**src/rtl/cs_pkg.sv**
```systemverilog
// Shared definitions for the microcode sequencer: address modes, FSM states
// and the control store address width.
package cs_pkg;

  localparam int UADDR_W = 19;

  localparam logic [1:0] MODE_EXEC  = 2'b00;
  localparam logic [1:0] MODE_IRQ   = 2'b01;
  localparam logic [1:0] MODE_FAULT = 2'b10;
  localparam logic [1:0] MODE_RESET = 2'b11;

  typedef enum logic [2:0] {
    ST_RESET,
    ST_SETTLE,
    ST_LATCH,
    ST_HALT,
    ST_FAULT
  } ucs_state_t;

endpackage

```
**src/rtl/ucs_waitcnt.sv**
```systemverilog
// Loadable down-counter with a zero flag, used to wait out control store
// access time after each address change.
module ucs_waitcnt #(
  parameter int WIDTH = 4
) (
  input  logic             clk,
  input  logic             nreset,
  input  logic             load,
  input  logic [WIDTH-1:0] load_val,
  input  logic             dec,
  output logic             zero
);

  logic [WIDTH-1:0] count;

  // Load takes priority; decrement stops at zero so the flag stays asserted.
  always_ff @(posedge clk or negedge nreset) begin
    if (!nreset) begin
      count <= '0;
    end else if (load) begin
      count <= load_val;
    end else if (dec && (count != '0)) begin
      count <= count - WIDTH'(1);
    end
  end

  assign zero = (count == '0);

endmodule

```
**src/rtl/microcode_sequencer.sv**
```systemverilog
// Microcode sequencer: builds the control store address, waits out ROM access
// time, strobes the control vector register and handles halt/step and the
// microprogram counter overflow fault. The address layout is
// {mode, cond_r, opcode_r, upc}, which fills 19 bits with the default
// 5-bit microprogram counter.
module microcode_sequencer
  import cs_pkg::*;
#(
  parameter int ROM_WAIT = 3,
  parameter int UPC_BITS = 5
) (
  input  logic                clk,
  input  logic                nreset,
  input  logic [10:0]         opcode,
  input  logic                cond,
  input  logic                irq,
  input  logic                uend,
  input  logic                nhalt,
  input  logic                step,
  output logic [UADDR_W-1:0]  uaddr,
  output logic                uce,
  output logic                ucs_noe,
  output logic                halted,
  output logic [UPC_BITS-1:0] upc
);

  localparam int         WAIT_W    = 4;
  localparam logic [3:0] WAIT_LOAD = 4'(ROM_WAIT - 1);

  ucs_state_t          state_q;
  ucs_state_t          state_d;
  logic [1:0]          mode_r;
  logic                cond_r;
  logic [10:0]         opcode_r;
  logic [UPC_BITS-1:0] upc_r;
  logic                noe_r;
  logic                wait_load;
  logic                wait_dec;
  logic                wait_zero;
  logic                upc_full;

  assign upc_full = (upc_r == '1);

  ucs_waitcnt #(
    .WIDTH(WAIT_W)
  ) u_waitcnt (
    .clk     (clk),
    .nreset  (nreset),
    .load    (wait_load),
    .load_val(WAIT_LOAD),
    .dec     (wait_dec),
    .zero    (wait_zero)
  );

  // State register; reset parks the machine in RESET.
  always_ff @(posedge clk or negedge nreset) begin
    if (!nreset) begin
      state_q <= ST_RESET;
    end else begin
      state_q <= state_d;
    end
  end

  // Next-state decode plus strobes; an overflowing upc diverts through FAULT.
  always_comb begin
    state_d = state_q;
    uce     = 1'b0;
    halted  = 1'b0;
    case (state_q)
      ST_RESET:  state_d = ST_SETTLE;
      ST_SETTLE: if (wait_zero) state_d = ST_LATCH;
      ST_LATCH: begin
        uce = 1'b1;
        if (!uend && upc_full) begin
          state_d = ST_FAULT;
        end else if (!nhalt) begin
          state_d = ST_HALT;
        end else begin
          state_d = ST_SETTLE;
        end
      end
      ST_HALT: begin
        halted = 1'b1;
        if (nhalt || step) state_d = ST_SETTLE;
      end
      ST_FAULT:  state_d = ST_SETTLE;
      default:   state_d = ST_RESET;
    endcase
  end

  assign wait_load = (state_d == ST_SETTLE) && (state_q != ST_SETTLE);
  assign wait_dec  = (state_q == ST_SETTLE);

  // Address fields only move on the edge that ends LATCH, using the uend of the
  // microword that is still in the control vector register.
  always_ff @(posedge clk or negedge nreset) begin
    if (!nreset) begin
      mode_r   <= MODE_RESET;
      cond_r   <= 1'b0;
      opcode_r <= '0;
      upc_r    <= '0;
    end else if (state_q == ST_LATCH) begin
      cond_r <= cond;
      if (uend) begin
        upc_r    <= '0;
        opcode_r <= opcode;
        mode_r   <= irq ? MODE_IRQ : MODE_EXEC;
      end else if (upc_full) begin
        upc_r  <= '0;
        mode_r <= MODE_FAULT;
      end else begin
        upc_r <= upc_r + UPC_BITS'(1);
      end
    end
  end

  // Control vector outputs stay disabled until the first microword is latched.
  always_ff @(posedge clk or negedge nreset) begin
    if (!nreset) begin
      noe_r <= 1'b1;
    end else if (state_q == ST_LATCH) begin
      noe_r <= 1'b0;
    end
  end

  assign ucs_noe = noe_r;
  assign upc     = upc_r;
  assign uaddr   = {mode_r, cond_r, opcode_r, upc_r};

endmodule

```
**config.mk**
```make
export PLATFORM = sky130hd
export DESIGN_NAME = microcode_sequencer
export DESIGN_NICKNAME = d
export VERILOG_FILES = /design/src/rtl/cs_pkg.sv /design/src/rtl/ucs_waitcnt.sv /design/src/rtl/microcode_sequencer.sv
export SDC_FILE = /design/constraint.sdc
export NUM_CORES = 1
export LEC_CHECK = 0
export BUFFER_PORTS_ARGS = -buffer_cell sky130_fd_sc_hd__clkbuf_2
export CAP_MARGIN = 40
export CORE_MARGIN = 5
export CORE_UTILIZATION = 50
export CTS_CLUSTER_DIAMETER = 50
export CTS_CLUSTER_SIZE = 12
export DETAILED_ROUTE_END_ITERATION = 8
export GPL_TIMING_DRIVEN = 0
export PLACE_DENSITY_LB_ADDON = 0.08
export SETUP_SLACK_MARGIN = 0.05
export SYNTH_ARGS = -nofsm -noshare
export SYNTH_HDL_FRONTEND = slang
export SYNTH_SLANG_ARGS = --single-unit
```
**constraint.sdc**
```tcl
create_clock -name clk -period 4.3 [get_ports clk]
set_clock_uncertainty 0.2 [all_clocks]
set_input_delay 0.86 -clock clk [delete_from_list [all_inputs] [get_ports clk]]
set_output_delay 0.86 -clock clk [all_outputs]
set_load 0.005 [all_outputs]
```
==> results of run 1 <==
==> routing by layer <==
metal | wire (µm) | up-vias | share of wire, % | global-route usage [%]
met5 | 0 | - | 0 | 0
met4 | 49 | 0 | 1.9 | 7.88
met3 | 179 | 8 | 6.9 | 3.14
met2 | 1210 | 32 | 47 | 26.2
met1 | 1150 | 461 | 44 | 17.7
li1 | - | 483 | - | -
==> worst max-delay path: stages, from the launching register on <==
cell and delay, ns:
dfrtp_1 0.46, or3b_1 0.40, buf_6 0.15, inv_6 0.08, clkbuf_2 0.11
==> cell usage after synthesis (all sizes together) (3+ instances only) <==
master,instances
dfrtp,24
mux2,11
nand2,10
buf,9
o21ai,7
inv,5
a21oi,4
ha,4
or3b,4
dfstp,3
nand3,3
nand3b,3
nor2,3
nor3,3
==> layout make-up <==
class | count | area, µm² | area share (%)
plain buffers | 9 | 83.8 | 5.19
flip-flops and latches | 27 | 679 | 42.0
clock inverters | 1 | 7.51 | 0.464
inverters | 5 | 23.8 | 1.47
repair buffers | 43 | 215 | 13.3
clock buffers | 3 | 22.5 | 1.39
well taps | 30 | 37.5 | 2.32
multi-input cells | 70 | 547 | 33.8
==> kinds of logic after synthesis <==
family | Yosys count | synth area share (%)
mux | 11 | 11.8
compound gates | 19 | 9.29
flops | 27 | 50.9
simple gates | 36 | 16.1
fa+ha+maj | 4 | 3.75
buf+inv | 14 | 8.07
==> final timing paths <==
kind	start	to	slack (ns)	depth (start not counted)
max in group asynchronous	nreset	opcode_r[7]	3.14	1
worst min-delay path	cond_r	cond_r	0.31	2
worst max register to register	upc[0]	u_waitcnt.count[1]	1.79	6
min in group asynchronous	nreset	upc[2]	0.33	1
worst min register to register	cond_r	cond_r	0.31	2
worst max-delay path	state_q[0]	uce	1.72	4
==> state kept, by name (all words and copies together) (netlist names) <==
register,flops
cond_r,1
state_q,3
mode_r,2
u_waitcnt.count,4
upc,5
opcode_r,11
ucs_noe,1
==> where the power goes <==
group,internal [mW],total [mW],switching [mW]
sequential,0.364,0.450,0.0862
clock,0.0355,0.113,0.0773
combinational,0.256,0.436,0.180
total,0.655,0.999,0.344
==> impl_metrics.toml, run 1 <==
[run_status]
status = "finished clean"

[placed_design]
place_area_um2 = 1590
placed_cells = 184
post-place-ws_ns = 1.79
gp_congestion = 0.767
place_hpwl_mm = 1.91
io_buffers = 43

[route]
vias_per_cell = 5.23
drt_iter0_markers = 26
wirelength_mm = 2.59
drc = 0
dr.pass1.iters = 3
routedWlPerCell_um = 13.8
vias = 984
drtAntennaViolNets = 0

[synth]
synth_area_per_cell_um2 = 12.0
synth_nets = 133
yosysSeqAreaShare_pct = 50.9
async_reset_ff_share_pct = 100
yosysUniqueCellTypes = 36
yosysTopAreaCellShare_pct = 45.0
synth-edff-count = 0
synth-seq-cells = 27
yosys-top-cells-area = "dfrtp_1 (45%), mux2_4 (10%), dfstp_2 (5.9%), buf_4 (3.9%), ha_1 (3.8%)"
netlist_area_um2 = 1330
synth_cells = 111
synth_top_cell_by_area = "dfrtp_1"
ys_warn_count = 0
synth-main-ff-cell = "dfrtp_1"

[clock_tree]
hold_buffers = 0
clk_pin_slew_ns = 0.15
cts_buffer_depth = 2
cts_root_buffer = "clkbuf_4"
tritoncts = "built"
cts_resized = 0
cts_buffers = 3
cts_setup_buffers = 0
cts_sinks = 27
clk_latency_ns = 0.32
htreeDepth = 1

[timing]
tns_ns = 0
finalSetupViolations = 0
rsz0062_at_grt = "false"
fmax_mhz = 388
relSlewSlack_pct = 55.5
whs_ns = 0.305
worstMarginPinSlew_ns = 0.667
slew_viol_final = 0
final.setup.worst_slack_ns = 1.72
fin_crit_sh_pct = 60.0
finalHoldViolCount = 0
min_period_ns = 2.58

[final_layout]
drive_gt1_share_pct = 50.0
syn_to_final_growth_pct = 21.2
final_common_cell = "clkbuf_2"
antenna_cells = 0
nNetsFinal = 181
fin_area_um2 = 1620
fin_util_pct = 64.1
most-common-layout-cells = "clkbuf_2 (43), dfrtp_1 (24), nand2_1 (10)"
instances_no_fill = 188
n_fill_cell = 235

[power]
total_power_uw = 999
ir_worst_vdd_mv = 0.349
power_density_nw_per_um2 = 618
leakagePower_nw = 0.832

[floorplan]
ioPinCount = 45
die_y_um = 61.7
fp.dieArea_um2 = 3800
die_x_um = 61.7
core_area_um2 = 2520
start_util_pct = 52.9
rows = 18

[worst_setup_path]
crit_arrival_ns = 1.52
worst-path-max-fanout = 9
crit_type = "reg2out"
startpoint_type = "register"
required_ns = 3.24
crit_path_end_kind = "primary output"

[min_path]
hold_path_class = "reg2reg"

[global_routing]
grt_use_total_pct = 15.2
grt.overflow.total = 0
grt_pass1_vias = 1014
grt_pass1_wl_mm = 4.28
grt_start_max_net_pins = 28
antenna_found_initial = 0

[flow_run]
maxCapViolCount = 0
Power figures use the tool's default switching activity.
==> run 2: changes to the inputs <==
- CORE_UTILIZATION: 50 -> 49
- clock period: 4.3 -> 2.5 ns (I/O delays scaled with it)
==> impl_metrics.toml, run 2 (synthesized netlist as in run 1, its figures left out) <==
[run_status]
status = "finished clean"

[timing]
fin_crit_sh_pct = 94.0
rsz0062_at_grt = "false"
worstMarginPinSlew_ns = 0.663
fmax_mhz = 425
relSlewSlack_pct = 55.8
finalSetupViolations = 0
finalHoldViolCount = 0
min_period_ns = 2.35
slew_viol_final = 0

[floorplan]
core_area_um2 = 2690
rows = 19
start_util_pct = 49.7
die_x_um = 62.2
die_y_um = 62.2
ioPinCount = 45
fp.dieArea_um2 = 3870

[worst_setup_path]
required_ns = 2.51
crit_path_end_kind = "register"
worst-path-max-fanout = 6
r2r_cells = 6
crit_arrival_ns = 2.37
timing.rr.start = "upc[0]"
r2r_slack_ns = 0.15
crit_type = "reg2reg"
startpoint_type = "register"
worstReg2RegEnd = "u_waitcnt.count[1]"

[power]
ir_worst_vdd_mv = 0.633
total_power_mw = 1.74
leakagePower_nw = 0.846
combPwrFrac_pct = 44.8
pwr-share-clk_pct = 10.8
swShare_pct = 34.1
power_density_nw_per_um2 = 1050
netSwitchingPower_uw = 595
p_int_mw = 1.15
seq_power_share_pct = 44.4

[clock_tree]
htreeDepth = 1
cts_root_buffer = "clkbuf_4"
cts_buffers = 3
cts_sinks = 27
clk_pin_slew_ns = 0.15
tritoncts = "built"
cts_buffer_depth = 2
clk_latency_ns = 0.32

[placed_design]
io_buffers = 43
place_hpwl_mm = 1.98
gp_congestion = 0.755
placed_cells = 185

[route]
vias = 996
dr.pass1.iters = 2
vias_per_cell = 5.16
wirelength_mm = 2.63
routedWlPerCell_um = 13.6
drt_iter0_markers = 19
drc = 0
drtAntennaViolNets = 0

[flow_run]
maxCapViolCount = 0

[final_layout]
syn_to_final_growth_pct = 25.0
antenna_cells = 0
n_fill_cell = 228
top_register = "opcode_r"
most-common-layout-cells = "clkbuf_2 (43), dfrtp_1 (23), nand2_1 (10), buf_4 (10), mux2_4 (9)"
nNetsFinal = 185
largest_register_ffs = 11
drive_gt1_share_pct = 52.5
final_common_cell = "clkbuf_2"
instances_no_fill = 193

[global_routing]
grt_pass1_wl_mm = 4.52
grt_pass1_vias = 1026
grt_use_total_pct = 13.9
antenna_found_initial = 0
grt.overflow.total = 0
grt_start_max_net_pins = 28

[min_path]
hold_path_class = "in2reg"
min_from = "cond"
min_path_cells = 3
hold-path-endpoint = "cond_r"
run 2: worst max-delay path by stage:
stage / from / endpoint / slack, ns / cells after the start
6_report: upc[0] / u_waitcnt.count[1] / 0.15 / 6
3_3_place_gp: upc[0] / u_waitcnt.count[1] / -0.009 / 6
4_1_cts: upc[0] / u_waitcnt.count[1] / 0.07 / 6
3_5_place_dp: upc[0] / u_waitcnt.count[1] / -0.02 / 6
5_1_grt: upc[0] / u_waitcnt.count[1] / 0.06 / 6
2_1_floorplan: upc[0] / u_waitcnt.count[1] / 0.17 / 6
run 2: what timing repair did:
| action | 4_1_cts | 5_1_grt |
|---|---|---|
| endpoints found under the hold margin | 4 | 0 |
| gates resized for setup | 2 | 2 |
| endpoints found under the setup margin | 1 | 1 |
| pin swaps | 0 | 0 |
| hold buffers | 1 | 0 |
| buffers inserted | 1 | 2 |
run 2: layout make-up:
class	count	area, µm²	share of cell area [%]
flip-flops and latches	27	681	40.8
multi-input cells	70	562	33.7
repair buffers	47	248	14.9
plain buffers	9	83.8	5.03
well taps	31	38.8	2.33
inverters	5	23.8	1.43
clock buffers	3	22.5	1.35
clock inverters	1	7.51	0.450
run 2: worst max-delay path, stage by stage (launching register included):
cell,delay [ns]
dfrtp_2,0.44
ha_2,0.20
and3_1,0.20
ha_4,0.16
or3b_2,0.46
a41o_2,0.32
a211o_1,0.27
run 2: power groups by stage:
| stage | Combinational (mW) | Clock, mW | Sequential, mW |
|---|---|---|---|
| final | 0.782 | 0.188 | 0.774 |
| after global routing | 0.876 | 0.215 | 0.804 |
| after CTS | 0.780 | 0.198 | 0.770 |
| after detailed placement | 0.761 | 0 | 0.782 |
| after global placement | 0.739 | 0 | 0.770 |
| after floorplan | 0.468 | 0 | 0.772 |
run 2: through the flow:
| step | util, % | hold slack (ns) | area (µm²) | setup slack, ns | setup TNS, ns |
|---|---|---|---|---|---|
| detailed placement | 59.1 | 0.271 | 1590 | -0.0191 | -0.0191 |
| CTS | 61.0 | 0.155 | 1640 | 0.0659 | 0 |
| global route | 62.0 | 0.162 | 1670 | 0.0625 | 0 |
| floorplan | - | 0.00441 | 1330 | 0.173 | 0 |
| global placement | 59.1 | 0.262 | 1590 | -0.00944 | -0.00944 |
| finish | 62.0 | 0.163 | 1670 | 0.149 | 0 |
run 2: per-layer routing:
layer | vias up | wire length [µm] | track usage [%]
li1 | 491 | - | -
met1 | 478 | 1150 | 16.1
met2 | 25 | 1310 | 24.4
met3 | 2 | 152 | 3.78
met4 | 0 | 19 | 4.61
met5 | - | 0 | 0
==> run 3: changes to the inputs <==
- CORE_UTILIZATION: 49 -> 45
==> impl_metrics.toml, run 3 (synthesized netlist as in run 1, its figures left out) <==
[clock_tree]
htreeDepth = 1
cts_buffer_depth = 2
cts_sinks = 27
tritoncts = "built"
cts_root_buffer = "clkbuf_4"
clk_pin_slew_ns = 0.15
cts_buffers = 3
clk_latency_ns = 0.32

[worst_setup_path]
crit_type = "reg2reg"
r2r_cells = 6
crit_chain = "ha_1, and3_4, ha_4, or3b_2, a41o_2, a211o_1"
startpoint_type = "register"
crit_path_end_kind = "register"
cpPeakStageDelay_ns = 0.46
crit_slowest_cell = "or3b_2"
worst-path-max-fanout = 7
path_depth = 6
crit_arrival_ns = 2.35
crit_family = "simple AND/OR/NAND/NOR gates"
required_ns = 2.52
timing.critical_path.buf_inv = 0
timing.rr.start = "upc[0]"
setup.worst_path.start = "upc[0]"

[final_layout]
syn_to_final_growth_pct = 24.4
n_fill_cell = 237
antenna_cells = 0
most-common-layout-cells = "clkbuf_2 (43), dfrtp_1 (23), nand2_1 (10)"
nNetsFinal = 184
final_common_cell = "clkbuf_2"
drive_gt1_share_pct = 52.2
fin_util_pct = 59.1
largest_register_ffs = 11
top_register = "opcode_r"
instances_no_fill = 192

[floorplan]
rows = 19
start_util_pct = 47.5
core_area_um2 = 2810
die_y_um = 64.4
die_x_um = 64.4
ioPinCount = 45
fp.dieArea_um2 = 4150

[timing]
min_period_ns = 2.33
fin_crit_sh_pct = 93.2
fmax_mhz = 429
rsz0062_at_grt = "false"
finalSetupViolations = 0
finalHoldViolCount = 0
slew_viol_final = 0
worstMarginPinSlew_ns = 0.656
final.setup.worst_slack_ns = 0.169
relSlewSlack_pct = 56.3

[power]
combPwrFrac_pct = 45.0
ir_worst_vdd_mv = 0.522
swShare_pct = 34.5
leakagePower_nw = 0.845
p_int_mw = 1.15
seq_power_share_pct = 44.1
power_density_nw_per_um2 = 1060
netSwitchingPower_uw = 604
pwr-share-clk_pct = 10.9
total_power_mw = 1.75

[global_routing]
top_usage_layer = "met2"
grt_start_max_net_pins = 28
grt_pass1_vias = 1071
grt_use_total_pct = 13.8
grt_pass1_wl_mm = 4.65
grt_util_met2_pct = 22.8
use_met3_pct = 3.97
antenna_found_initial = 0
grt_util_met1_pct = 17.1
grt.overflow.total = 0

[placed_design]
post-place-ws_ns = -0.0387
io_buffers = 43
placed_cells = 185
place_hpwl_mm = 1.92
gp_congestion = 0.778

[min_path]
min_from = "cond"
min_path_cells = 3
hold_path_class = "in2reg"

[run_status]
status = "finished clean"

[route]
drtAntennaViolNets = 0
wirelength_mm = 2.65
vias = 1003
routedWlPerCell_um = 13.8
vias_per_cell = 5.22
drt_iter0_markers = 41
dr.pass1.iters = 4
drc = 0

[flow_run]
maxCapViolCount = 0
==> run 3: cell count changes in the layout (fill, tap and decap cells not counted) <==
cell,change
clkinv_2,+1
ha_2,-1
ha_1,+1
and3_4,+1
clkinvlp_4,-1
and3_1,-1
buf_4,-1
==> run 3: timing repair <==
item                       4_1_cts  5_1_grt
setup endpoints to repair        1        1
hold buffers                     1        0
resized for setup                2        2
hold endpoints to repair        13        0
setup buffers                    2        0
==> run 3: area by class of cell <==
type / count / area (µm²) / share of cell area (%)
Inverter: 5 / 23.8 / 1.43
Multi-Input combinational cell: 70 / 564 / 34.0
Tap cell: 31 / 38.8 / 2.34
Timing Repair Buffer: 46 / 240 / 14.5
Sequential cell: 27 / 681 / 41.0
Buffer: 9 / 83.8 / 5.05
Clock inverter: 1 / 5.00 / 0.302
Clock buffer: 3 / 22.5 / 1.36
==> run 3: power by group through the flow <==
stage | logic (mW) | clock network [mW] | registers (mW)
detailed placement | 0.757 | 0 | 0.786
floorplan | 0.468 | 0 | 0.772
CTS | 0.797 | 0.199 | 0.768
global route | 0.883 | 0.213 | 0.803
finish | 0.787 | 0.190 | 0.773
global placement | 0.742 | 0 | 0.773
==> run 3: metal layers <==
layer	share of wire (%)	wire length (µm)
met5	0	0
met4	0.87	23
met1	45	1200
met2	47	1240
met3	7.1	188
==> run 3: worst reg2reg max path: stages (launching register included) <==
cell     delay, ns
dfrtp_2       0.40
ha_1          0.20
and3_4        0.21
ha_4          0.17
or3b_2        0.46
a41o_2        0.31
a211o_1       0.28
==> run 3: worst paths after layout <==
check,slack (ns),end
max reg2reg,0.17,u_waitcnt.count[1]
min reg2reg,0.31,cond_r
max,0.17,u_waitcnt.count[1]
max in group asynchronous,1.14,upc[0]
min in group asynchronous,0.51,state_q[1]
min,0.16,cond_r
==> run 3: stage by stage <==
stage | TNS [ns] | hold slack (ns) | cell area [µm²]
floorplan | 0 | 0.00441 | 1330
global placement | 0 | 0.261 | 1590
detailed placement | -0.0387 | 0.276 | 1590
CTS | 0 | 0.146 | 1640
global route | 0 | 0.147 | 1660
finish | 0 | 0.157 | 1660
